## config.mk

```make
export PLATFORM = sky130hd
export DESIGN_NAME = motor_drive
export DESIGN_NICKNAME = d
export VERILOG_FILES = /design/src/rtl/motor_drive.sv
export SDC_FILE = /design/constraint.sdc
export NUM_CORES = 1
export LEC_CHECK = 0
export BUFFER_PORTS_ARGS = -buffer_cell sky130_fd_sc_hd__buf_2
export CAP_MARGIN = 20
export CORE_AREA = 2 2 133 135
export CTS_CLUSTER_SIZE = 40
export DETAILED_ROUTE_END_ITERATION = 6
export DIE_AREA = 0 0 135 137
export GPL_TIMING_DRIVEN = 0
export MAX_ROUTING_LAYER = met4
export PLACE_DENSITY = 0.81
export SLEW_MARGIN = 20
export SYNTH_ARGS = -nofsm -noshare
export SYNTH_HDL_FRONTEND = slang
export SYNTH_SLANG_ARGS = --single-unit
```

## constraint.sdc

```tcl
create_clock -name clk -period 9.61 [get_ports clk]
set_input_delay 0.961 -clock clk [delete_from_list [all_inputs] [get_ports clk]]
set_output_delay 0.961 -clock clk [all_outputs]
set_load 0.02 [all_outputs]
```

## src/rtl/motor_drive.sv

```systemverilog
// Two-channel H-bridge driver: decodes the steering command into per-wheel duty
// and sense, ramps duty, sequences polarity reversals through a dead time, and emits PWM.
module motor_drive #(
  parameter int unsigned PWM_PERIOD    = 5000,
  parameter int unsigned DUTY_FULL     = 4000,
  parameter int unsigned DUTY_VEER     = 2500,
  parameter int unsigned DUTY_HARD     = 1000,
  parameter int unsigned RAMP_STEP     = 50,
  parameter int unsigned RAMP_INTERVAL = 5000,
  parameter int unsigned DEAD_TIME     = 1000
) (
  input  logic       clk,
  input  logic       rst,
  input  logic [3:0] DIR,
  input  logic       Direction,
  output logic       LPWM,
  output logic       RPWM,
  output logic [1:0] LIN,
  output logic [1:0] RIN,
  output logic       Settled
);

  localparam logic [15:0] FULL     = 16'(DUTY_FULL);
  localparam logic [15:0] VEER     = 16'(DUTY_VEER);
  localparam logic [15:0] HARD     = 16'(DUTY_HARD);
  localparam logic [15:0] STEP     = 16'(RAMP_STEP);
  localparam logic [15:0] TICK_MAX = 16'(RAMP_INTERVAL - 1);
  localparam logic [15:0] PWM_MAX  = 16'(PWM_PERIOD - 1);
  localparam logic [15:0] DEAD_MAX = 16'(DEAD_TIME - 1);

  typedef enum logic [1:0] {RUN, RAMP_DOWN, DEAD} wheel_state_e;

  // Index 0 is the left wheel, index 1 the right wheel.
  wheel_state_e     state_q [2];
  wheel_state_e     state_d [2];
  logic [1:0][15:0] duty_q, duty_d;
  logic [1:0][15:0] cmp_q, cmp_d;
  logic [1:0][15:0] dead_cnt_q, dead_cnt_d;
  logic [1:0]       pol_q, pol_d;        // 1 = forward
  logic [1:0][1:0]  in_q, in_d;
  logic [1:0]       pwm_q, pwm_d;
  logic [15:0]      tick_cnt_q, tick_cnt_d;
  logic [15:0]      pwm_cnt_q, pwm_cnt_d;
  logic             settled_q, settled_d;

  logic [1:0][15:0] target;
  logic [1:0][15:0] eff;
  logic [1:0][15:0] diff;
  logic [1:0][15:0] delta;
  logic [1:0]       raw_fwd;
  logic [1:0]       cmd_fwd;
  logic [1:0]       rev_req;
  logic             sense_valid;
  logic             tick;

  // Command decode. Unlisted codes stop both wheels and leave the sense alone.
  always_comb begin
    // NOTE: every combinational output gets a default first so no path leaves it unassigned (no latch).
    target      = '0;
    raw_fwd     = 2'b11;
    sense_valid = 1'b0;
    unique case (DIR)
      4'b0000: begin target = {FULL, FULL}; sense_valid = 1'b1; end
      4'b1001: begin target = {VEER, FULL}; sense_valid = 1'b1; end
      4'b1010: begin target = {HARD, FULL}; sense_valid = 1'b1; end
      4'b1011: begin target = {FULL, FULL}; raw_fwd = 2'b01; sense_valid = 1'b1; end
      4'b0101: begin target = {FULL, VEER}; sense_valid = 1'b1; end
      4'b0110: begin target = {FULL, HARD}; sense_valid = 1'b1; end
      4'b0111: begin target = {FULL, FULL}; raw_fwd = 2'b10; sense_valid = 1'b1; end
      default: ;
    endcase
    cmd_fwd = sense_valid ? (raw_fwd ~^ {2{Direction}}) : pol_q;
  end

  assign tick = (tick_cnt_q == TICK_MAX);

  always_comb begin
    tick_cnt_d = tick ? '0 : tick_cnt_q + 16'd1;
    pwm_cnt_d  = (pwm_cnt_q == PWM_MAX) ? '0 : pwm_cnt_q + 16'd1;
    rev_req    = '0;
    eff        = '0;
    diff       = '0;
    delta      = '0;
    duty_d     = duty_q;
    dead_cnt_d = dead_cnt_q;
    pol_d      = pol_q;
    in_d       = in_q;
    cmp_d      = cmp_q;
    pwm_d      = '0;
    for (int w = 0; w < 2; w++) begin
      state_d[w] = state_q[w];
      rev_req[w] = (cmd_fwd[w] != pol_q[w]) && (target[w] != '0);
      eff[w]     = target[w];
      unique case (state_q[w])
        RUN: begin
          if (rev_req[w]) begin
            eff[w]        = '0;
            dead_cnt_d[w] = '0;
            state_d[w]    = (duty_q[w] == '0) ? DEAD : RAMP_DOWN;
          end
        end
        RAMP_DOWN: begin
          eff[w] = '0;
          if (cmd_fwd[w] == pol_q[w]) begin
            state_d[w] = RUN;
          end else if (duty_q[w] == '0) begin
            dead_cnt_d[w] = '0;
            state_d[w]    = DEAD;
          end
        end
        DEAD: begin
          // Dead time always runs to completion regardless of the command.
          eff[w] = '0;
          if (dead_cnt_q[w] == DEAD_MAX) begin
            pol_d[w]   = ~pol_q[w];
            state_d[w] = RUN;
          end else begin
            dead_cnt_d[w] = dead_cnt_q[w] + 16'd1;
          end
        end
        default: state_d[w] = RUN;
      endcase

      diff[w]  = (duty_q[w] < eff[w]) ? eff[w] - duty_q[w] : duty_q[w] - eff[w];
      delta[w] = (diff[w] > STEP) ? STEP : diff[w];
      if (tick) begin
        duty_d[w] = (duty_q[w] < eff[w]) ? duty_q[w] + delta[w] : duty_q[w] - delta[w];
      end

      in_d[w]  = (state_d[w] == DEAD) ? 2'b00 : (pol_d[w] ? 2'b10 : 2'b01);
      cmp_d[w] = (pwm_cnt_q == '0) ? duty_q[w] : cmp_q[w];
      pwm_d[w] = (pwm_cnt_q < cmp_d[w]);
    end
    settled_d = (state_q[0] == RUN) && (state_q[1] == RUN) &&
                (duty_q[0] == target[0]) && (duty_q[1] == target[1]);
  end

  always_ff @(posedge clk) begin
    // NOTE: state registers use non-blocking assignments so every flop samples pre-edge values.
    if (rst) begin
      for (int w = 0; w < 2; w++) state_q[w] <= RUN;
      duty_q     <= '0;
      cmp_q      <= '0;
      dead_cnt_q <= '0;
      pol_q      <= 2'b11;
      in_q       <= {2'b10, 2'b10};
      pwm_q      <= '0;
      tick_cnt_q <= '0;
      pwm_cnt_q  <= '0;
      settled_q  <= 1'b0;
    end else begin
      for (int w = 0; w < 2; w++) state_q[w] <= state_d[w];
      duty_q     <= duty_d;
      cmp_q      <= cmp_d;
      dead_cnt_q <= dead_cnt_d;
      pol_q      <= pol_d;
      in_q       <= in_d;
      pwm_q      <= pwm_d;
      tick_cnt_q <= tick_cnt_d;
      pwm_cnt_q  <= pwm_cnt_d;
      settled_q  <= settled_d;
    end
  end

  assign LPWM    = pwm_q[0];
  assign RPWM    = pwm_q[1];
  assign LIN     = in_q[0];
  assign RIN     = in_q[1];
  assign Settled = settled_q;

endmodule

```

==> metrics.md, run 1 <==
| Metric | Value |
|---|---|
| Class of the most critical hold timing path | flip-flop to flip-flop |
| Hold_buf cts | 0 |
| Proportion of synthesized chip area in sequential cells | 0.2584 |
| Post-route clock period utilization | 0.9352 |
| Number of antenna diodes | 0 |
| Clk buf depth | 2 |
| Cell class contributing the biggest share of worst-path delay | compound AO/OA/AOI/OAI gates |
| Fraction of registers with async set/reset | 0 |
| DP Area | 11250 µm² |
| Global-route wire length before repair | 46680 µm |
| Setup slack at placement | 269.6 ps |
| Switching pwr | 0.5522 mW |
| Critical path endpoint category | flip-flop |
| Result of the run | complete, no violations |
| Final critical delay including setup and external delays | 8987 ps |
| Number of global-route vias before repair | 9753 |
| Endpoints failing setup | 0 |
| Sum of buffers and inverters on the critical path | 3 |
| Buffer cell driving the clock tree root | sky130_fd_sc_hd__clkbuf_16 |
| Fraction of power consumed by combinational cells | 0.250 |
| Timing endpoint of the critical path | duty_q[30] |
| Initial detailed-routing violation count | 904 |
| Crit path kind | primary input to flip-flop |
| Post-synthesis cell count | 1422 |
| Detailed-route wire length | 28500 µm |
| Type of element launching the critical path | primary input |
| I/O pins | 14 |
| Hold violation count in the final report | 0 |
| Switching Fraction | 0.3162 |
| GR Overflow Total | 0 |
| DIE HEIGHT | 137 µm |
| Required time reported for the critical path endpoint | 9960 ps |
| Worst-case headroom to the max-slew limit | 0.2683 |
| Number of synthesized register bits | 141 |
| Maximum number of pins on one net before global-route repair | 17 |
| Min Hold Slack | 445.8 ps |
| Number of warnings reported in the yosys synthesis log | 0 |
| Max capacitance violation total | 0 |
| Final-stage net count | 1567 |
| Total routing resource utilization after global routing | 0.3222 |
| IO buf count | 10 |
| Area inside the core boundary | 17060 µm² |
| Number of buffers added for setup after CTS | 0 |
| Clock latency on the worst-skew pair | 430 ps |
| Count of different cell masters after synthesis | 82 |
| Reg power frac | 0.342 |
| CTS sink cnt | 141 |
| Overall power after layout | 1.747 mW |
| CTS resizes | 0 |
| Biggest fanout along the worst timing path | 9 |
| Clock Skews | 11.78 ps |
| Initial antenna violation count | 0 |
| Primary FF master, synth | sky130_fd_sc_hd__dfxtp_1 |
| Clock tree from TritonCTS | done |
| Utilization after layout | 0.6974 |
| Clock Power Share | 0.408 |
| DR vias/cell | 6.220 |
| P_leak | 5.014 nW |
| Horizontal die dimension | 135 µm |
| Syn_nets | 1538 |
| Worst flop-to-flop path endpoint | duty_q[30] |
| First drt pass iteration count | 5 |
| Critical path startpoint | DIR[3] |
| Final-report max-slew violation count | 0 |
| Half-perimeter wire length after detailed placement | 21250 µm |
| Largest incremental delay on the critical path | 570 ps |
| Slowest stage cell, crit path | sky130_fd_sc_hd__or4_4 |
| Number of vias in the routed layout | 10.51k |
| Inserted Clock Buffers | 17 |
| Area of all placed cells without fillers | 11900 µm² |
| Clock transition at the registers of the reported paths | 60 ps |
| Global placement routability congestion | 0.9332 |
| Number of cell rows | 48 |
| Number of synthesized flops with an enable pin | 0 |
| Share of final-layout standard cells stronger than drive strength 1 | 0.05669 |
| Routed wirelength normalized by instance count | 16.87 µm |
| R2R Path Start | pol_q[1] |
| Peak ir drop on the vdd network | 0.0001352 V |
| Fmax achieved | 111.3 MHz |
| Remaining routing DRC violations | 0 |
| Final worst setup slack | 622.5 ps |
| Worst slew pin tran | 1087 ps |
| Die outline area | 18500 µm² |
| Endpoint arrival time on the critical path | 9340 ps |
| Layout-stage area growth over the synthesis result | 8.913% |
| Initial core utilization | 0.6403 |
| Worst Reg-to-Reg Cells | 35 |
| R2R setup slack | 1570 ps |
| Post-route antenna net violation count | 0 |
| Depth of the critical timing path with buffers and inverters included | 37 |
| Most common library cell in the layout ignoring fill and taps | sky130_fd_sc_hd__nor2_1 |
| PD cells | 146.8 nW/µm² |
| Post-Synthesis Cell Area | 10920 µm² |
| Internal power consumption | 1.194 mW |
| Mean cell area of the mapped netlist | 7.681 µm² |
| Most used cells in the layout excluding fill and tap cells | sky130_fd_sc_hd__nor2_1 (172), sky130_fd_sc_hd__nand2_1 (146), sky130_fd_sc_hd__dfxtp_1 (141) |
| Number of H-tree levels | 4 |
[through the flow]
| stage | cells | setup TNS [ps] |
|---|---|---|
| final | 1689 | 0 |
| after global routing | 1689 | -50.64 |
| after CTS | 1689 | 0 |
| after detailed placement | 1657 | 0 |
| after global placement | 1657 | 0 |
| after floorplan | 1422 | 0 |
[worst min path at each step]
stage | start | to | slack [ps] | cells after the start
final | tick_cnt_q[0] | tick_cnt_q[0] | 450 | 1
after global routing | tick_cnt_q[0] | tick_cnt_q[0] | 470 | 1
after CTS | tick_cnt_q[0] | tick_cnt_q[0] | 450 | 1
after detailed placement | tick_cnt_q[0] | tick_cnt_q[0] | 440 | 1
after global placement | tick_cnt_q[0] | tick_cnt_q[0] | 430 | 1
after floorplan | tick_cnt_q[0] | tick_cnt_q[0] | 420 | 1
[synth_stat cells, types with 5 or more instances]
cell type                  instances  share of area
sky130_fd_sc_hd__nor3b_1           9         0.0062
sky130_fd_sc_hd__a21o_1           21          0.014
sky130_fd_sc_hd__xor2_1           43          0.034
sky130_fd_sc_hd__and3_1           21          0.012
sky130_fd_sc_hd__nor4_1           21          0.012
sky130_fd_sc_hd__mux2i_1          46          0.042
sky130_fd_sc_hd__dfxtp_1         141           0.26
sky130_fd_sc_hd__or3_1            18          0.010
sky130_fd_sc_hd__o211ai_1         12         0.0082
sky130_fd_sc_hd__or2_2            12         0.0069
sky130_fd_sc_hd__a311oi_1          6         0.0048
sky130_fd_sc_hd__nand2b_1         11         0.0063
sky130_fd_sc_hd__o31ai_1           9         0.0062
sky130_fd_sc_hd__o32ai_1           5         0.0040
sky130_fd_sc_hd__a211oi_1         14         0.0096
sky130_fd_sc_hd__nor2_1          173          0.059
sky130_fd_sc_hd__o21bai_1          7         0.0048
sky130_fd_sc_hd__nand2_1         146          0.050
sky130_fd_sc_hd__a31oi_1          15         0.0086
sky130_fd_sc_hd__a21oi_1         113          0.052
sky130_fd_sc_hd__clkbuf_1         50          0.017
sky130_fd_sc_hd__xnor2_1          48          0.038
sky130_fd_sc_hd__inv_1            72          0.025
sky130_fd_sc_hd__nor2b_1          19          0.011
sky130_fd_sc_hd__nand3b_1          7         0.0048
sky130_fd_sc_hd__o21ai_0          57          0.026
sky130_fd_sc_hd__nor3_1           34          0.016
sky130_fd_sc_hd__a31o_2            6         0.0048
sky130_fd_sc_hd__o21a_1           14         0.0096
sky130_fd_sc_hd__ha_1            105           0.12
sky130_fd_sc_hd__nand4_1          23          0.013
sky130_fd_sc_hd__and2_1            8         0.0046
sky130_fd_sc_hd__nand3_1          49          0.022
[cells by family after synthesis]
logic type	after synthesis	share of synthesized area
mux	50	0.04628
simple gates	572	0.2540
buf+inv	128	0.04548
compound gates	329	0.1945
flops	141	0.2584
xor+xnor	91	0.07297
other cells	2	0.0006876
fa+ha+maj	109	0.1276
[per-layer routing]
layer | global-route usage | wire length, µm | vias up
li1 | - | - | 5150
met1 | 0.4106 | 12560 | 4923
met2 | 0.5302 | 13290 | 363
met3 | 0.04222 | 1809 | 70
met4 | 0.1088 | 839 | 0
met5 | - | 0 | -
[power by group through the flow]
stage | combinational [mW] | sequential (mW) | clock (mW)
after floorplan | 0.337 | 0.611 | 0
after global placement | 0.417 | 0.610 | 0
after detailed placement | 0.422 | 0.610 | 0
after CTS | 0.427 | 0.597 | 0.717
after global routing | 0.477 | 0.598 | 0.741
final | 0.436 | 0.597 | 0.713
[layout make-up]
cell class	instances	area [µm²]
Sequential cell	141	2823
Clock buffer	18	439.2
Fill cell	1423	5161
Timing Repair Buffer	10	50.05
Clock inverter	14	193.9
Buffer	56	227.7
Inverter	72	270.3
Tap cell	225	281.5
Multi-Input combinational cell	1153	7610
[sequential cells by signal (all words and copies together), names as in the netlist]
name / count
LIN: 2
RIN: 2
Settled: 1
cmp_q: 32
dead_cnt_q: 32
duty_q: 32
pol_q: 2
pwm_cnt_q: 16
pwm_q: 2
state_q: 4
tick_cnt_q: 16
Power figures use the tool's default switching activity.
==> run 2: changes to the inputs <==
CORE_AREA = 10 10 141 143   (was 2 2 133 135)
DIE_AREA = 0 0 151 153   (was 0 0 135 137)
GPL_TIMING_DRIVEN = unset   (was 0)
==> run 2 against run 1 <==
Flip-flop and latch count stayed put. Clock skew is 2.1 ps lower. Die area is 25% higher. Routed wire length is 4.9% lower. Critical path depth is 1 lower. Global-route usage is 8.4 points lower. Count of clock-buffer cells in the layout is 1 higher. Sequential share of layout area is 0.38 points higher. Final area is 1.6% lower.
==> metrics.md, run 2 (synthesis results as in run 1) <==
| Metric | Value |
|---|---|
| Maximum number of pins on one net before global-route repair | 74 |
| Number of H-tree levels | 4 |
| Final worst setup slack | 921.5 ps |
| Initial detailed-routing violation count | 669 |
| Total routing resource utilization after global routing | 0.2379 |
| Peak ir drop on the vdd network | 0.0001332 V |
| Half-perimeter wire length after detailed placement | 19780 µm |
| Area of all placed cells without fillers | 11710 µm² |
| Worst hold stages | 1 |
| Post-route antenna net violation count | 0 |
| Remaining routing DRC violations | 0 |
| Sink of the worst hold path | tick_cnt_q[0] |
| DIE HEIGHT | 153 µm |
| Final-stage net count | 1525 |
| Result of the run | complete, no violations |
| Layout-stage area growth over the synthesis result | 7.217% |
| P_leak | 4.966 nW |
| Most common library cell in the layout ignoring fill and taps | sky130_fd_sc_hd__nor2_1 |
| Required time reported for the critical path endpoint | 9950 ps |
| Switching Fraction | 0.3229 |
| Setup Total Neg Slack | 0 ps |
| Number of global-route vias before repair | 9311 |
| CTS sink cnt | 141 |
| Reg power frac | 0.357 |
| Utilization after layout | 0.6865 |
| Post-route clock period utilization | 0.9041 |
| Clock tree from TritonCTS | done |
| Switching pwr | 0.5408 mW |
| Detailed-route wire length | 27100 µm |
| Buffer cell driving the clock tree root | sky130_fd_sc_hd__clkbuf_16 |
| Worst slew pin tran | 1058 ps |
| Clock transition at the registers of the reported paths | 70 ps |
| R2R Path Start | pol_q[1] |
| Class of the most critical hold timing path | flip-flop to flip-flop |
| Biggest fanout along the worst timing path | 17 |
| DR vias/cell | 6.135 |
| Global placement routability congestion | 0.9565 |
| R2R setup slack | 1600 ps |
| Clock Power Share | 0.389 |
| Clock Skews | 9.669 ps |
| Most used cells in the layout excluding fill and tap cells | sky130_fd_sc_hd__nor2_1 (173), sky130_fd_sc_hd__nand2_1 (146), sky130_fd_sc_hd__dfxtp_1 (141) |
| Worst Reg-to-Reg Cells | 34 |
| Max capacitance violation total | 0 |
| Fraction of power consumed by combinational cells | 0.254 |
| Min Hold Slack | 450.5 ps |
| Clock latency on the worst-skew pair | 430 ps |
| First drt pass iteration count | 5 |
| Slowest stage cell, crit path | sky130_fd_sc_hd__a211oi_4 |
| Die outline area | 23100 µm² |
| Area inside the core boundary | 17060 µm² |
| Crit path kind | primary input to flip-flop |
| PD cells | 143.0 nW/µm² |
| Largest incremental delay on the critical path | 580 ps |
| Most repeated library cell on the critical path | sky130_fd_sc_hd__nor2_1 |
| Hold_buf cts | 0 |
| Fmax achieved | 115.1 MHz |
| Inserted Clock Buffers | 17 |
| Final-report max-slew violation count | 0 |
| Horizontal die dimension | 151 µm |
| Worst-case headroom to the max-slew limit | 0.2948 |
| I/O pins | 14 |
| Endpoints failing setup | 0 |
| Setup repair after global routing missed its margin | no |
| Initial antenna violation count | 0 |
| HP Start | tick_cnt_q[0] |
| Type of element launching the critical path | primary input |
| Endpoint arrival time on the critical path | 9020 ps |
| Cell class contributing the biggest share of worst-path delay | compound AO/OA/AOI/OAI gates |
| Routed wirelength normalized by instance count | 16.45 µm |
| Final critical delay including setup and external delays | 8689 ps |
| Clk buf depth | 2 |
| Top Registers | cmp_q (32), dead_cnt_q (32), duty_q (32) |
| Share of final-layout standard cells stronger than drive strength 1 | 0.06329 |
| Initial core utilization | 0.6403 |
| IO buf count | 13 |
| Critical path endpoint category | flip-flop |
| Setup slack at placement | 477.0 ps |
| Number of cell rows | 48 |
| Number of vias in the routed layout | 10.11k |
| Number of antenna diodes | 0 |
| Hold violation count in the final report | 0 |
| Global-route wire length before repair | 45080 µm |
| DP Area | 11140 µm² |
| Worst flop-to-flop path endpoint | duty_q[31] |
| Internal power consumption | 1.134 mW |
| GR Overflow Total | 0 |
| Sum of buffers and inverters on the critical path | 2 |
run 2: cell types whose count changed in the layout (fill, tap and decap cells not counted), moves of 2 or more:
cell	delta
sky130_fd_sc_hd__bufinv_16	-2
sky130_fd_sc_hd__clkinv_2	+2
sky130_fd_sc_hd__clkinv_4	+2
sky130_fd_sc_hd__clkbuf_1	-48
sky130_fd_sc_hd__inv_8	-3
sky130_fd_sc_hd__buf_4	+10
run 2: layout make-up:
cell class | instances | area (µm²)
inverters | 72 | 270.3
repair buffers | 24 | 147.6
fillers | 1414 | 5346
clock buffers | 19 | 442.9
clock inverters | 13 | 127.6
well taps | 225 | 281.5
multi-input cells | 1153 | 7617
flip-flops and latches | 141 | 2823
run 2: worst max-delay path by stage:
stage                     slack, ps  startpoint  cells after the start    endpoint
after floorplan                1670      DIR[3]                     38  duty_q[31]
after detailed placement        480      DIR[3]                     36  duty_q[31]
after CTS                       880      DIR[3]                     36  duty_q[31]
final                           920      DIR[3]                     36  duty_q[31]
after global placement          780      DIR[2]                     36  duty_q[31]
after global routing            140      DIR[3]                     36  duty_q[31]
run 2: power by group through the flow:
stage               clock network, mW  logic [mW]  registers [mW]
floorplan                           0       0.337           0.611
global placement                    0       0.409           0.611
detailed placement                  0       0.414           0.611
CTS                             0.659       0.417           0.598
global route                    0.681       0.466           0.599
finish                          0.652       0.425           0.598
run 2: routing by layer:
metal  GRT usage  vias up  part of all wire
met5           -        -                 0
met4     0.06923        0             0.020
met3     0.04340       45             0.074
met2      0.3657      338              0.45
met1      0.3117     4670              0.46
li1            -     5052                 -
run 2: stage by stage:
step                power, mW  instances
global placement        1.019       1615
floorplan              0.9487       1422
global route            1.746       1647
finish                  1.675       1647
CTS                     1.673       1647
detailed placement      1.024       1615
run 2: what timing repair did:
item,4_1_cts,5_1_grt
endpoints found under the setup margin,0,1
gates resized for setup,0,1
setup buffers,0,0
==> run 3: changes to the inputs <==
CORE_AREA = 2 2 133 135   (was 10 10 141 143)
DIE_AREA = 0 0 135 137   (was 0 0 151 153)
SETUP_SLACK_MARGIN = 0.05   (was unset)
SKIP_CTS_REPAIR_TIMING = 1   (was unset)
==> run 3 against run 2 <==
Count of clock-buffer cells in the layout unchanged. Sequential share of layout area is essentially flat. Combinational power is essentially flat. Critical path type unchanged. The run now ends with DRC left. Utilization increased by 0.073 points. Sequential power hardly changed. Highest routed layer unchanged. Clock skew increased by 6.2 ps. Worst hold slack lost 1.7 ps. Clock power is 1% lower. Via count up 0.46%.
==> metrics.md, run 3 (synthesis results as in run 1) <==
| Metric | Value |
|---|---|
| Result of the run | complete, but fails checks |
| Worst-case headroom to the max-slew limit | 0.3296 |
| Type of element launching the critical path | primary input |
| Area inside the core boundary | 17060 µm² |
| Setup repair after global routing missed its margin | no |
| Routed wirelength normalized by instance count | 16.27 µm |
| Global-route wire length before repair | 44020 µm |
| Clock latency on the worst-skew pair | 440 ps |
| CTS sink cnt | 141 |
| Total routing resource utilization after global routing | 0.3005 |
| Max capacitance violation total | 0 |
| GR Overflow Total | 0 |
| Met2 usage | 0.4777 |
| Worst slew pin tran | 1001 ps |
| Required time reported for the critical path endpoint | 9960 ps |
| Biggest fanout along the worst timing path | 17 |
| Number of vias in the routed layout | 10.15k |
| Maximum number of pins on one net before global-route repair | 64 |
| Setup slack at placement | 390.4 ps |
| First drt pass iteration count | 7 |
| Clock transition at the registers of the reported paths | 60 ps |
| Initial detailed-routing violation count | 754 |
| Class of the most critical hold timing path | flip-flop to flip-flop |
| Initial core utilization | 0.6403 |
| DIE HEIGHT | 137 µm |
| Number of cell rows | 48 |
| PD cells | 142.1 nW/µm² |
| Final-stage net count | 1527 |
| Met3 usage | 0.03926 |
| Inserted Clock Buffers | 17 |
| Violations in the final reports | DRC |
| Global placement routability congestion | 1.003 |
| Clock tree from TritonCTS | done |
| Post-route clock period utilization | 0.9221 |
| Detailed-route wire length | 26800 µm |
| Die outline area | 18500 µm² |
| Remaining routing DRC violations | 1 |
| Share of final-layout standard cells stronger than drive strength 1 | 0.06470 |
| IO buf count | 13 |
| Final-report max-slew violation count | 0 |
| Most used cells in the layout excluding fill and tap cells | sky130_fd_sc_hd__nor2_1 (173), sky130_fd_sc_hd__nand2_1 (146), sky130_fd_sc_hd__dfxtp_1 (141) |
| Most common library cell in the layout ignoring fill and taps | sky130_fd_sc_hd__nor2_1 |
| Number of antenna diodes | 0 |
| Clk buf depth | 2 |
| Critical path endpoint category | flip-flop |
| Top Registers | cmp_q (32), dead_cnt_q (32), duty_q (32) |
| Slowest stage cell, crit path | sky130_fd_sc_hd__or4_4 |
| Crit path kind | primary input to flip-flop |
| Post-route antenna net violation count | 0 |
| Most crowded layer after global routing | met2 |
| Largest incremental delay on the critical path | 560 ps |
| DR vias/cell | 6.163 |
| Fmax achieved | 112.8 MHz |
| I/O pins | 14 |
| Half-perimeter wire length after detailed placement | 19510 µm |
| Buffer cell driving the clock tree root | sky130_fd_sc_hd__clkbuf_16 |
| Final worst setup slack | 748.2 ps |
| Setup Total Neg Slack | 0 ps |
| Area of all placed cells without fillers | 11720 µm² |
| Fill cells | 1417 |
| Number of H-tree levels | 4 |
| Endpoint arrival time on the critical path | 9210 ps |
| Endpoints failing setup | 0 |
| Peak ir drop on the vdd network | 0.0001409 V |
| Layout-stage area growth over the synthesis result | 7.332% |
| Hold violation count in the final report | 0 |
| Met1 usage | 0.3957 |
| Number of global-route vias before repair | 9233 |
| Horizontal die dimension | 135 µm |
| DP Area | 11150 µm² |
| Initial antenna violation count | 0 |
| P_leak | 4.961 nW |
| Clock Skews | 15.89 ps |
| Final critical delay including setup and external delays | 8862 ps |
==> run 3: cell types whose count changed in the layout (fill, tap and decap cells not counted) <==
cell,delta
sky130_fd_sc_hd__a211oi_2,+1
sky130_fd_sc_hd__and4_1,-1
sky130_fd_sc_hd__and4_2,+1
sky130_fd_sc_hd__buf_4,+1
sky130_fd_sc_hd__clkbuf_1,-1
sky130_fd_sc_hd__clkbuf_8,+1
sky130_fd_sc_hd__clkinv_2,-1
sky130_fd_sc_hd__clkinv_4,-1
sky130_fd_sc_hd__clkinvlp_4,+2
sky130_fd_sc_hd__inv_6,-1
sky130_fd_sc_hd__inv_8,-1
==> run 3: power by group <==
group	total, mW	internal (mW)	leakage, nW	switching [mW]
clock	0.643	0.370	0.265	0.273
sequential	0.598	0.591	1.14	0.00652
combinational	0.426	0.174	3.56	0.251
==> run 3: area by class of cell <==
type,count,area [µm²],share of cell area
Multi-Input combinational cell,1154,7631,0.6510
Sequential cell,141,2823,0.2408
Clock buffer,19,452.9,0.03864
Tap cell,225,281.5,0.02402
Inverter,72,270.3,0.02305
Timing Repair Buffer,25,155.1,0.01324
Clock inverter,11,108.9,0.009286
==> run 3: per-layer routing <==
metal  vias up  share of wire
met5         -              0
met4         0          0.026
met3        62          0.066
met2       337           0.45
met1      4668           0.46
li1       5084              -
==> run 3: worst paths after layout <==
kind	cells past startpoint	slack (ps)	startpoint	endpoint
max	36	750	DIR[2]	duty_q[31]
min	1	450	tick_cnt_q[0]	tick_cnt_q[0]
max reg2reg	35	1470	pol_q[1]	duty_q[31]
min reg2reg	1	450	tick_cnt_q[0]	tick_cnt_q[0]
==> run 3: worst max-delay path: cells and delay by family <==
| kind | cells | cell delay [ps] |
|---|---|---|
| adders and majority gates | 3 | 1070 |
| AOI/OAI and AO/OA | 17 | 3630 |
| and+or+nand+nor | 12 | 2720 |
| xor gates and xnor gates | 1 | 200 |
| buffers and inverters | 2 | 360 |
| muxes | 1 | 260 |
==> run 3: through the flow <==
| step | hold slack, ps | total power [mW] | util | cells |
|---|---|---|---|---|
| final | 448.7 | 1.666 | 0.6873 | 1647 |
| after detailed placement | 438.3 | 1.023 | 0.6535 | 1616 |
| after global routing | 455.2 | 1.738 | 0.6873 | 1647 |
| after CTS | 450.1 | 1.663 | 0.6864 | 1646 |
| after floorplan | 417.6 | 0.9487 | - | 1422 |
| after global placement | 427.6 | 1.017 | 0.6535 | 1616 |
